File: src/rtl/uart_tx_seq_if.sv
// Handshake, pin and baud-timer signals of the UART transmit frame sequencer.
// The sequencer takes the slave side; the CPU/timer/pin environment takes the master side.
interface uart_tx_seq_if;
    logic [7:0] tx_data;
    logic       tx_valid;
    logic       tx_ready;
    logic       tx_busy;
    logic       tx_done;
    logic       txd;
    logic       tmr_load;
    logic [7:0] tmr_value;
    logic       tmr_co;

    modport master (
        output tx_data, tx_valid, tmr_co,
        input  tx_ready, tx_busy, tx_done, txd, tmr_load, tmr_value
    );

    modport slave (
        input  tx_data, tx_valid, tmr_co,
        output tx_ready, tx_busy, tx_done, txd, tmr_load, tmr_value
    );
endinterface

File: src/rtl/uart_tx_seq.sv
// UART transmit frame sequencer: start, 8 data bits LSB first, optional parity, 1-2 stop bits.
// Bit timing comes from an external loadable baud down-counter via tmr_load / tmr_co.
module uart_tx_seq #(
    parameter int BAUD_DIV  = 16,
    parameter int PARITY    = 0,
    parameter int STOP_BITS = 1
) (
    input  logic          CLOCK,
    input  logic          reset,
    uart_tx_seq_if.slave  bus
);

    typedef enum logic [2:0] {
        S_IDLE,
        S_START,
        S_DATA,
        S_PAR,
        S_STOP
    } state_e;

    state_e     state_q, state_d;
    logic [7:0] shift_q, shift_d;
    logic [2:0] cnt_q,   cnt_d;
    logic       par_q,   par_d;
    logic       stop_q,  stop_d;
    logic       txd_q,   txd_d;
    logic       busy_q,  busy_d;
    logic       done_q,  done_d;

    logic last_stop;
    logic ready;
    logic accept;
    logic load;

    always_comb begin
        // NOTE: every combinational output gets a default first so no path can infer a latch.
        state_d = state_q;
        shift_d = shift_q;
        cnt_d   = cnt_q;
        par_d   = par_q;
        stop_d  = stop_q;
        txd_d   = txd_q;
        busy_d  = busy_q;
        done_d  = 1'b0;
        load    = 1'b0;

        last_stop = (STOP_BITS == 1) || stop_q;
        // Ready is held low during reset so a pending tx_valid cannot strobe the timer.
        ready  = !reset && ((state_q == S_IDLE) ||
                            (state_q == S_STOP && bus.tmr_co && last_stop));
        accept = ready && bus.tx_valid;

        case (state_q)
            S_IDLE: ;
            S_START: begin
                if (bus.tmr_co) begin
                    txd_d   = shift_q[0];
                    state_d = S_DATA;
                    load    = 1'b1;
                end
            end
            S_DATA: begin
                if (bus.tmr_co) begin
                    load = 1'b1;
                    if (cnt_q != 3'd7) begin
                        shift_d = {1'b0, shift_q[7:1]};
                        txd_d   = shift_q[1];
                        cnt_d   = cnt_q + 3'd1;
                    end else if (PARITY != 0) begin
                        state_d = S_PAR;
                        txd_d   = (PARITY == 2) ? ~par_q : par_q;
                    end else begin
                        state_d = S_STOP;
                        txd_d   = 1'b1;
                    end
                end
            end
            S_PAR: begin
                if (bus.tmr_co) begin
                    state_d = S_STOP;
                    txd_d   = 1'b1;
                    stop_d  = 1'b0;
                    load    = 1'b1;
                end
            end
            S_STOP: begin
                if (bus.tmr_co) begin
                    if (!last_stop) begin
                        stop_d = 1'b1;
                        load   = 1'b1;
                    end else begin
                        done_d  = 1'b1;
                        state_d = S_IDLE;
                        busy_d  = 1'b0;
                    end
                end
            end
            default: state_d = S_IDLE;
        endcase

        // Accept overrides the final-stop return to IDLE, giving a gapless back-to-back start.
        if (accept) begin
            load    = 1'b1;
            shift_d = bus.tx_data;
            par_d   = ^bus.tx_data;
            cnt_d   = 3'd0;
            stop_d  = 1'b0;
            txd_d   = 1'b0;
            busy_d  = 1'b1;
            state_d = S_START;
        end
    end

    // NOTE: sequential state uses non-blocking assignments only; blocking here would race other flops.
    always_ff @(posedge CLOCK or posedge reset) begin
        if (reset) begin
            state_q <= S_IDLE;
            shift_q <= 8'd0;
            cnt_q   <= 3'd0;
            par_q   <= 1'b0;
            stop_q  <= 1'b0;
            txd_q   <= 1'b1;
            busy_q  <= 1'b0;
            done_q  <= 1'b0;
        end else begin
            state_q <= state_d;
            shift_q <= shift_d;
            cnt_q   <= cnt_d;
            par_q   <= par_d;
            stop_q  <= stop_d;
            txd_q   <= txd_d;
            busy_q  <= busy_d;
            done_q  <= done_d;
        end
    end

    assign bus.tx_ready  = ready;
    assign bus.tmr_load  = load;
    assign bus.tmr_value = 8'(BAUD_DIV - 1);
    assign bus.txd       = txd_q;
    assign bus.tx_busy   = busy_q;
    assign bus.tx_done   = done_q;

endmodule

File: src/flat_wrapper.sv
// flat-port wrapper written by rule: the top's interface ports become plain ports
module uart_tx_seq_flat 
#(
    parameter int BAUD_DIV  = 16,
    parameter int PARITY    = 0,
    parameter int STOP_BITS = 1
)
  (CLOCK, reset, bus_tx_data, bus_tx_valid, bus_tmr_co, bus_tx_ready, bus_tx_busy, bus_tx_done, bus_txd, bus_tmr_load, bus_tmr_value);
  uart_tx_seq_if bus_i ();
  input  logic CLOCK;
  input  logic reset;
  input wire logic [$bits(bus_i.tx_data)-1:0] bus_tx_data;
  input wire logic [$bits(bus_i.tx_valid)-1:0] bus_tx_valid;
  input wire logic [$bits(bus_i.tmr_co)-1:0] bus_tmr_co;
  output wire logic [$bits(bus_i.tx_ready)-1:0] bus_tx_ready;
  output wire logic [$bits(bus_i.tx_busy)-1:0] bus_tx_busy;
  output wire logic [$bits(bus_i.tx_done)-1:0] bus_tx_done;
  output wire logic [$bits(bus_i.txd)-1:0] bus_txd;
  output wire logic [$bits(bus_i.tmr_load)-1:0] bus_tmr_load;
  output wire logic [$bits(bus_i.tmr_value)-1:0] bus_tmr_value;
  assign bus_i.tx_data = bus_tx_data;
  assign bus_i.tx_valid = bus_tx_valid;
  assign bus_i.tmr_co = bus_tmr_co;
  assign bus_tx_ready = bus_i.tx_ready;
  assign bus_tx_busy = bus_i.tx_busy;
  assign bus_tx_done = bus_i.tx_done;
  assign bus_txd = bus_i.txd;
  assign bus_tmr_load = bus_i.tmr_load;
  assign bus_tmr_value = bus_i.tmr_value;
  uart_tx_seq #(.BAUD_DIV(BAUD_DIV), .PARITY(PARITY), .STOP_BITS(STOP_BITS)) u_core (.CLOCK(CLOCK), .reset(reset), .bus(bus_i));
endmodule
File: config.mk
export PLATFORM = sky130hd
export DESIGN_NAME = uart_tx_seq_flat
export DESIGN_NICKNAME = d
export VERILOG_FILES = /design/src/rtl/uart_tx_seq_if.sv /design/src/rtl/uart_tx_seq.sv /design/src/flat_wrapper.sv
export SDC_FILE = /design/constraint.sdc
export NUM_CORES = 1
export LEC_CHECK = 0
export BUFFER_PORTS_ARGS = -buffer_cell sky130_fd_sc_hd__buf_2
export CAP_MARGIN = 20
export CORE_MARGIN = 3
export CORE_UTILIZATION = 54
export DETAILED_ROUTE_END_ITERATION = 10
export PLACE_DENSITY = 0.82
export SLEW_MARGIN = 5
export SYNTH_ARGS = -nofsm -noshare
export SYNTH_HDL_FRONTEND = slang
export SYNTH_SLANG_ARGS = --single-unit
File: constraint.sdc
create_clock -name CLOCK -period 3 [get_ports CLOCK]
set_input_delay 0.6 -clock CLOCK [delete_from_list [all_inputs] [get_ports CLOCK]]
set_output_delay 0.6 -clock CLOCK [all_outputs]
set_load 0.05 [all_outputs]
Word-level counts from Yosys, hierarchy flattened
Cells that the tools add are included.
Widths: inputs -> output; s select.

storage, ports and cells
  register bits after elaboration = 17
  bits in latches = 0
  bits in writable memories = 0
  memory bits (read-only) = 0
  input bits = 12
  logic and storage cells = 62
  memories = 0

cells by class
  add/subtract/negate cells = 1
  $mul = 0
  divide/modulo/power cells = 0
  $lt $le $gt $ge = 0
  equality and inequality tests = 11
  shift-type cells = 0
  muxes and demuxes = 28
  bitwise operators = 0
  reduce and logical (&&, ||, !) cells = 16

operators with widths
  cell                 number
  $mux 8               4
  $mux 3               10
  $ne 3x2->1 const B   5
  $pmux 3 s5           1
  $mux 1               12
  $reduce_bool 2->1    4
  $eq 3x2->1 const B   2
  $reduce_and 6->1     1
  $reduce_and 4->1     1
  $reduce_bool 4->1    1
  $add 3x1->3 const B  1
  $eq 3x1->1 const B   1
  $eq 3x3->1 const B   1
  $logic_and 1x1->1    3
  $logic_not 3->1      1
  $ne 3x3->1 const B   1
  $pmux 1 s3           1
  $reduce_and 3->1     1
  $reduce_or 3->1      1
  $ne 2x1->1 const B   1
  $reduce_and 2->1     1
  $logic_not 1->1      1
  $logic_or 1x1->1     1

Logic depth before layout (Yosys ltp)
Gate-level depths: netlist of the first run.

  depth after elaboration = 7
  gate-level depth with buffers = 5
  mapped depth without buffers = 5

Worst setup path before layout of the first run
Ideal clock, no wire load.

  path kind = register -> output
  from = register u_core.state_q[0]
  to = output bus_tx_ready
  arrival time = 2.100 ns
  required time = 2.400 ns
  slack = 0.300 ns
  stages on the path, launching flop included = 3
  cell sequence = dfrtp_1 buf_6 nor4_1

on the way
  longest elaborated chain between the ends = 4
  elaborated cells between the ends (all ways) = 5
  those cells by class = eq/ne (1); reduce/logical (4)

RTL lines
  item                    line                RTL
  start, declared         uart_tx_seq.sv:21   state_e state_q, state_d;
  start signal, assigned  uart_tx_seq.sv:126  state_q <= state_d;
  $eq 3x3->1              uart_tx_seq.sv:50   (state_q == S_STOP && bus.tmr_co && last_stop));
  $logic_and 1x1->1       uart_tx_seq.sv:50
  $logic_or 1x1->1 (*)    uart_tx_seq.sv:49   ready = !reset && ((state_q == S_IDLE) ||
  $logic_and 1x1->1 (*)   uart_tx_seq.sv:49
  end, declared           flat_wrapper.sv:15  output wire logic [$bits(bus_i.tx_ready)-1:0] bus_tx_ready;

Mark *: on every way between the ends. The rest lies on a longest branch, timed or not.

Worst setup path after layout of the first run
  from = register u_core.state_q[0]
  to = output bus_tmr_load

on the way
  longest elaborated chain between the ends = 6
  elaborated cells between the ends (all ways) = 12
  those cells by class = eq/ne (4); mux (2); reduce/logical (6)

RTL lines
  item               line                RTL
  $eq 3x3->1         uart_tx_seq.sv:50
  $logic_and 1x1->1  uart_tx_seq.sv:50
  $logic_or 1x1->1   uart_tx_seq.sv:49
  $logic_and 1x1->1  uart_tx_seq.sv:49
  $logic_and 1x1->1  uart_tx_seq.sv:51   accept = ready && bus.tx_valid;
  $mux 1 (*)         uart_tx_seq.sv:102  if (accept) begin
  end, declared      flat_wrapper.sv:19  output wire logic [$bits(bus_i.tmr_load)-1:0] bus_tmr_load;

Marked as above.

==> flow_summary.yaml, run 1 <==
sta:
  maxSlewViolCount: 0
  rsz0062_at_grt: "false"
  timing.fmax_mhz: 378
  hold_viol: 0
  setup_viol_count_final: 0
  post-route-period-util: 0.881
  slew_headroom: 0.566
  final.setup_skew_ps: 7.60
  worst-slew-pin-transition_ps: 651
  period_needed_ps: 2640
  fin_setup_tns_ps: 0
critical_path:
  crit_required_ps: 2400
  crit_chain: "or4b_4, a21oi_1, a21o_1, buf_2"
  max_stage_delay_ps: 620
  slowest_stage: "or4b_4"
  r2r_slack_ps: 880
  path_class: "reg -> out"
  cp_max_fo: 12
  end_kind: "primary output"
  start_kind: "register"
  crit_arrival_ps: 2040
logic_synthesis:
  synthMuxAreaShare: 0
  synthTopCellsByArea: "dfrtp_1 43%, a221o_1 7.6%, buf_4 7.3%, and3_1 4.7%, o21ai_0 3.8%"
  synth_area_um2: 922
  synth_top_family_by_area: "compound AO/OA/AOI/OAI gates"
  synth_edf_count: 0
  yosysTopAreaCell: "dfrtp_1"
  avgSynthCellArea_um2: 10.7
  synthFlopType: "dfrtp_1"
  yosysWarningCount: 0
  synth-simple-area-share: 0.180
  synthCells: 86
  ys_seq_elements: 17
  synth_compound_area_frac: 0.210
  yosys.area_share.xor_xnor: 0
  synth_top_area_share: 0.434
  async_flop_share: 1.00
  synthAdderAreaFrac: 0.0271
  ys_types: 32
  synth_seq_area_share: 0.463
layout:
  register_area_um2: 427
  drive_above_1_share: 0.257
  fin_cells: 117
  n_antenna_cell: 0
  multi_input_area_um2: 415
  fill_cells: 133
  synthToLayoutAreaGrowth_pct: 7.60
  nNetsFinal: 116
hold_path:
  min_path_type: "in -> async"
cts:
  numCtsBuffers: 3
  cts_hold_buf: 0
  post-cts-setup-buffers: 0
  clock_path_buffers: 2
  h-tree-depth: 1
  clock_latency_ps: 280
  cts_resized: 0
  cts_sinks: 17
  clk_pin_slew_ps: 100
  cts_tree: "built"
  cts-root-buf: "clkbuf_4"
routing:
  routedWlPerCell_um: 15.5
  wirelength_mm: 1.82
  drt_first_iter_violations: 24
  vias_per_cell: 6.09
  vias: 713
  drc: 0
  dr.pass1.iters: 4
  postRouteAntennaNets: 0
place:
  dp_hpwl_mm: 1.22
  globalplace.congestion: 0.755
  dp_cells: 113
  io_buffers: 16
floorplan:
  die-area_mm2: 0.00224
  core_area_mm2: 0.00156
  die_height_um: 47.3
  start_util: 0.591
  rows: 14
  ios: 25
  die_w_um: 47.3
grt:
  overflow: 0
  grt_pass1_wl_mm: 2.99
  grt_max_degree: 19
  grt_pass1_vias: 676
  antenna_found_initial: 0
  grt_use_total: 0.195
run_status:
  outcome: "finished clean"
pwr:
  vdd_drop_max_uv: 456
  power.density_mw_per_mm2: 867
  leakagePower_nw: 0.517
run:
  max_cap_viol_count: 0
## kinds of logic (layout without fill, tap and decap cells)
| family | after synthesis | after routing |
|---|---|---|
| simple gates | 22 | 22 |
| fa+ha+maj | 2 | 2 |
| compound gates | 27 | 27 |
| buf+inv | 16 | 25 |
| other cells | 2 | 8 |
| flops | 17 | 17 |
## cell usage after synthesis (all sizes together) (2+ instances only)
library cell,number
buf,11
ha,2
dfrtp,16
and3,7
a21o,2
conb,2
a221o,7
o21ai,7
nor4b,2
a21oi,5
nor4,2
inv,4
nand3,2
or4b,2
## layer usage
metal  global-route usage  up-vias  wire length (um)
met5                    0        -                 0
met4                0.105        0                28
met3               0.0383        4                93
met2                0.302       25               886
met1                0.256      344               806
li1                     -      340                 -
## sequential cells by signal, summed over array words and instances, names as in the netlist
register,flops
u_core.bus.tx_busy,1
u_core.bus.tx_done,1
u_core.bus.txd,1
u_core.cnt_q,3
u_core.shift_q,8
u_core.state_q,3
## power by group
group          internal, W  total, W  switching (W)
clock network    0.0000495  0.000118      0.0000690
logic             0.000138  0.000349       0.000211
registers         0.000317  0.000392      0.0000756
## worst paths after layout
kind / start / cells past startpoint / to
min in group CLOCK: u_core.shift_q[7] / 1 / u_core.shift_q[7]
max reg2reg: u_core.cnt_q[0] / 5 / u_core.shift_q[0]
max: u_core.state_q[0] / 4 / bus_tmr_load
max in group asynchronous: reset / 2 / u_core.shift_q[3]
min reg2reg: u_core.shift_q[7] / 1 / u_core.shift_q[7]
min: reset / 2 / u_core.bus.tx_done
## layout make-up
class | instances | share of cell area
repair buffers | 17 | 0.0883
clock inverters | 1 | 0.00504
flip-flops and latches | 17 | 0.430
clock buffers | 3 | 0.0227
well taps | 16 | 0.0202
inverters | 4 | 0.0151
multi-input cells | 59 | 0.419
## through the flow
| stage | total power [W] | setup WS, ps | hold WS (ps) | cell area [um2] | utilization |
|---|---|---|---|---|---|
| 2_1_floorplan | 0.000678 | 300 | 458 | 945 | - |
| 3_3_place_gp | 0.000726 | 630 | 483 | 965 | 0.619 |
| 3_5_place_dp | 0.000739 | 623 | 483 | 965 | 0.619 |
| 6_report | 0.000860 | 356 | 399 | 992 | 0.636 |
| 4_1_cts | 0.000862 | 369 | 426 | 992 | 0.636 |
| 5_1_grt | 0.000919 | 280 | 449 | 992 | 0.636 |
## layout by cell type, fill, tap and decap left out, types with 3 or more instances in the layout
cell,n
buf_2,16
clkbuf_4,3
dfrtp_1,16
and3_1,7
a21oi_1,5
o21ai_0,7
conb_1,8
inv_1,4
a221o_1,7
## critical path, delay by kind of cell (launching register included)
| kind | cells | cell delay (ps) |
|---|---|---|
| AO/OA/AOI/OAI | 2 | 350 |
| buffers and inverters | 1 | 260 |
| flip-flops | 1 | 530 |
| AND/OR/NAND/NOR | 1 | 620 |
No activity file was read; power rests on OpenSTA's default activity.
==> run 2, diff against run 1 <==
GPL_ROUTABILITY_DRIVEN = 0   (was default)
MAX_ROUTING_LAYER = met4   (was default)
==> flow_summary.yaml, run 2 (synthesis gave the netlist of run 1 again) <==
sta:
  rsz0062_at_grt: "false"
  slew_headroom: 0.568
  timing.fmax_mhz: 378
  period_needed_ps: 2640
  worst-slew-pin-transition_ps: 648
  post-route-period-util: 0.881
  setup_viol_count_final: 0
  hold_viol: 0
  final.setup_skew_ps: 7.82
  maxSlewViolCount: 0
  fin_setup_tns_ps: 0
grt:
  antenna_found_initial: 0
  grt_use_total: 0.202
  grt_pass1_wl_mm: 2.99
  grt_max_degree: 19
  overflow: 0
  grt_pass1_vias: 673
cts:
  numCtsBuffers: 3
  cts_resized: 0
  cts-root-buf: "clkbuf_4"
  post-cts-setup-buffers: 0
  clk_pin_slew_ps: 100
  cts_sinks: 17
  clock_latency_ps: 280
  h-tree-depth: 1
  cts_hold_buf: 0
  clock_path_buffers: 2
  cts_tree: "built"
critical_path:
  regToRegStartpoint: "u_core.cnt_q[0]"
  end_kind: "primary output"
  crit_arrival_ps: 2040
  worst_r2r_path_depth: 5
  slowest_stage: "or4b_4"
  crit_required_ps: 2400
  crit_chain: "or4b_4, a21oi_1, a21o_1, buf_2"
  cp_max_fo: 12
  path_class: "reg -> out"
  crit_start: "u_core.state_q[0]"
  crit_cells: 4
  crit_family: "simple AND/OR/NAND/NOR gates"
  start_kind: "register"
  max_stage_delay_ps: 620
  cp_num_buf_inv: 1
layout:
  largest-register: "u_core.shift_q"
  synthToLayoutAreaGrowth_pct: 7.60
  drive_above_1_share: 0.257
  n_antenna_cell: 0
  top_regs: "u_core.shift_q: 8 flops, u_core.cnt_q: 3 flops, u_core.state_q: 3 flops"
  largest_register_ffs: 8
  final_cell_mix: "16 x buf_2, 16 x dfrtp_1, 8 x conb_1"
  nNetsFinal: 116
routing:
  postRouteAntennaNets: 0
  vias_per_cell: 6.18
  vias: 723
  drc: 0
  routedWlPerCell_um: 15.6
  dr.pass1.iters: 4
  drt_first_iter_violations: 24
  wirelength_mm: 1.82
place:
  dp_hpwl_mm: 1.22
  io_buffers: 16
floorplan:
  start_util: 0.591
  ios: 25
  core_area_mm2: 0.00156
  die_w_um: 47.3
  rows: 14
  die_height_um: 47.3
  die-area_mm2: 0.00224
hold_path:
  min_path_type: "in -> async"
run:
  max_cap_viol_count: 0
pwr:
  power.density_mw_per_mm2: 867
  vdd_drop_max_uv: 456
  total_power_w: 0.000860
  leakagePower_nw: 0.517
run_status:
  outcome: "finished clean"
==> run 2: final cells by class <==
type	count	area [um2]
clock buffers	3	22.5
clock inverters	1	5.00
fillers	133	567
inverters	4	15.0
multi-input cells	59	415
flip-flops and latches	17	427
well taps	16	20.0
repair buffers	17	87.6
==> run 2: worst paths after layout <==
| kind | to | slack (ps) |
|---|---|---|
| hold / removal | u_core.bus.tx_done | 400 |
| setup / recovery | bus_tmr_load | 360 |
| setup reg to reg | u_core.shift_q[0] | 870 |
| hold reg to reg | u_core.shift_q[7] | 510 |
| min in group CLOCK | u_core.shift_q[7] | 510 |
| max in group asynchronous | u_core.shift_q[3] | 2190 |
==> run 2: where the power goes <==
group	internal (W)	leakage, nW	switching [W]
clock network	0.0000495	0.0177	0.0000692
registers	0.000317	0.215	0.0000759
logic	0.000138	0.284	0.000212
total	0.000504	0.517	0.000357
==> run 2: metrics by stage <==
stage | util | instance area (um2) | instances | hold slack [ps] | worst slack [ps]
2_1_floorplan | - | 945 | 92 | 458 | 300
3_3_place_gp | 0.619 | 965 | 113 | 483 | 630
3_5_place_dp | 0.619 | 965 | 113 | 483 | 623
4_1_cts | 0.636 | 992 | 117 | 426 | 369
5_1_grt | 0.636 | 992 | 117 | 449 | 280
6_report | 0.636 | 992 | 117 | 400 | 357
==> run 2: layer usage <==
metal | wire [um] | vias up | track usage
met3 | 101 | 4 | 0.0383
met1 | 806 | 353 | 0.256
met5 | 0 | - | -
met2 | 883 | 27 | 0.302
met4 | 28 | 0 | 0.105
li1 | - | 339 | -
==> run 3, diff against run 2 <==
BUFFER_PORTS_ARGS = default   (was -buffer_cell sky130_fd_sc_hd__buf_2)
CORE_UTILIZATION = 64   (was 54)
CTS_CLUSTER_SIZE = 40   (was default)
DONT_BUFFER_PORTS = 1   (was default)
MAX_ROUTING_LAYER = default   (was met4)
PLACE_DENSITY = 0.8   (was 0.82)
==> flow_summary.yaml, run 3 (synthesis gave the netlist of run 1 again) <==
run_status:
  outcome: "finished clean"
routing:
  drc: 0
  wirelength_mm: 1.81
  postRouteAntennaNets: 0
  drt_first_iter_violations: 16
  routedWlPerCell_um: 17.9
  vias: 667
  vias_per_cell: 6.60
  dr.pass1.iters: 4
layout:
  top_regs: "u_core.shift_q: 8 flops, u_core.cnt_q: 3 flops, u_core.state_q: 3 flops"
  final_cell_mix: "16 x dfrtp_1, 8 x conb_1, 7 x o21ai_0, 7 x and3_1, 7 x a221o_1"
  synthToLayoutAreaGrowth_pct: 0.271
  nNetsFinal: 101
  largest-register: "u_core.shift_q"
  layout_commonest_cell: "dfrtp_1"
  drive_above_1_share: 0.140
  n_antenna_cell: 0
  largest_register_ffs: 8
sta:
  final.setup_skew_ps: 0.821
  period_needed_ps: 2630
  setup_viol_count_final: 0
  setup_slack_ps: 374
  fin_setup_tns_ps: 0
  timing.fmax_mhz: 381
  maxSlewViolCount: 0
  post-route-period-util: 0.875
  slew_headroom: 0.570
  hold_viol: 0
  rsz0062_at_grt: "false"
  worst-slew-pin-transition_ps: 646
critical_path:
  cp_max_fo: 12
  slowest_stage: "or4b_4"
  r2r_end: "u_core.shift_q[0]"
  worst_r2r_path_depth: 5
  regToRegStartpoint: "u_core.cnt_q[0]"
  r2r_slack_ps: 880
  crit_start: "u_core.state_q[0]"
  crit_required_ps: 2400
  crit_chain: "or4b_4, a21oi_1, a21o_1"
  path_class: "reg -> out"
  end_kind: "primary output"
  start_kind: "register"
  crit_arrival_ps: 2030
  max_stage_delay_ps: 610
  worstSetupEndpoint: "bus_tmr_load"
floorplan:
  die_height_um: 44.0
  core_area_mm2: 0.00133
  start_util: 0.691
  die_w_um: 44.0
  ios: 25
  rows: 13
  die-area_mm2: 0.00193
pwr:
  p_seq_frac: 0.515
  swShare: 0.416
  power.clock.fraction: 0.149
  leakagePower_nw: 0.458
  power.density_mw_per_mm2: 914
  p_int_w: 0.000493
  p_sw_w: 0.000352
  vdd_drop_max_uv: 597
  combPwrFrac: 0.336
cts:
  clk_pin_slew_ps: 100
  cts_hold_buf: 0
  numCtsBuffers: 3
  cts_tree: "built"
  cts_sinks: 17
  cts_resized: 0
  clock_latency_ps: 290
  post-cts-setup-buffers: 0
  cts-root-buf: "clkbuf_4"
  h-tree-depth: 1
  clock_path_buffers: 2
grt:
  grt_use_total: 0.217
  grt_max_degree: 19
  grt_pass1_vias: 602
  grt_pass1_wl_mm: 2.93
  overflow: 0
  antenna_found_initial: 0
hold_path:
  min_path_type: "in -> async"
place:
  place_ws_ps: 718
  dp_hpwl_mm: 1.31
  io_buffers: 0
run:
  max_cap_viol_count: 0
==> run 3: per-layer routing <==
metal  GRT usage  part of all wire
met5           0                 0
met4       0.145             0.027
met3      0.0249             0.038
met2       0.317              0.50
met1       0.303              0.44
==> run 3: cell type report <==
cell class | count | area, um2
Sequential cell | 17 | 427
Multi-Input combinational cell | 59 | 422
Fill cell | 109 | 409
Clock buffer | 3 | 22.5
Tap cell | 15 | 18.8
Timing Repair Buffer | 2 | 15.0
Inverter | 4 | 15.0
Clock inverter | 1 | 5.00
==> run 3: power by group through the flow <==
stage          Clock, W  Combinational [W]  Sequential [W]
5_1_grt        0.000134           0.000314        0.000447
3_5_place_dp          0           0.000287        0.000437
4_1_cts        0.000128           0.000287        0.000434
3_3_place_gp          0           0.000279        0.000433
2_1_floorplan         0           0.000278        0.000400
6_report       0.000126           0.000284        0.000435
==> run 3: how the worst min path moves through the flow <==
stage / endpoint / slack (ps) / cells after the start
global placement: u_core.shift_q[7] / 480 / 1
global route: u_core.shift_q[5] / 290 / 1
floorplan: u_core.shift_q[7] / 460 / 1
finish: u_core.bus.tx_busy / 250 / 1
detailed placement: u_core.shift_q[7] / 490 / 1
CTS: u_core.cnt_q[0] / 280 / 1
==> run 3: stage by stage <==
step                instances  total power (W)  instance area [um2]  hold WS [ps]  utilization
global route              101         0.000895                  925           291        0.693
detailed placement         97         0.000725                  897           487        0.673
floorplan                  92         0.000678                  945           458            -
global placement           97         0.000713                  897           484        0.673
CTS                       101         0.000849                  925           279        0.693
finish                    101         0.000845                  925           254        0.693
==> run 3: worst max-delay path, delay by kind of cell, from the launching register on <==
family,cells,cell delay (ps)
compound gates,2,570
simple gates,1,610
flops,1,540
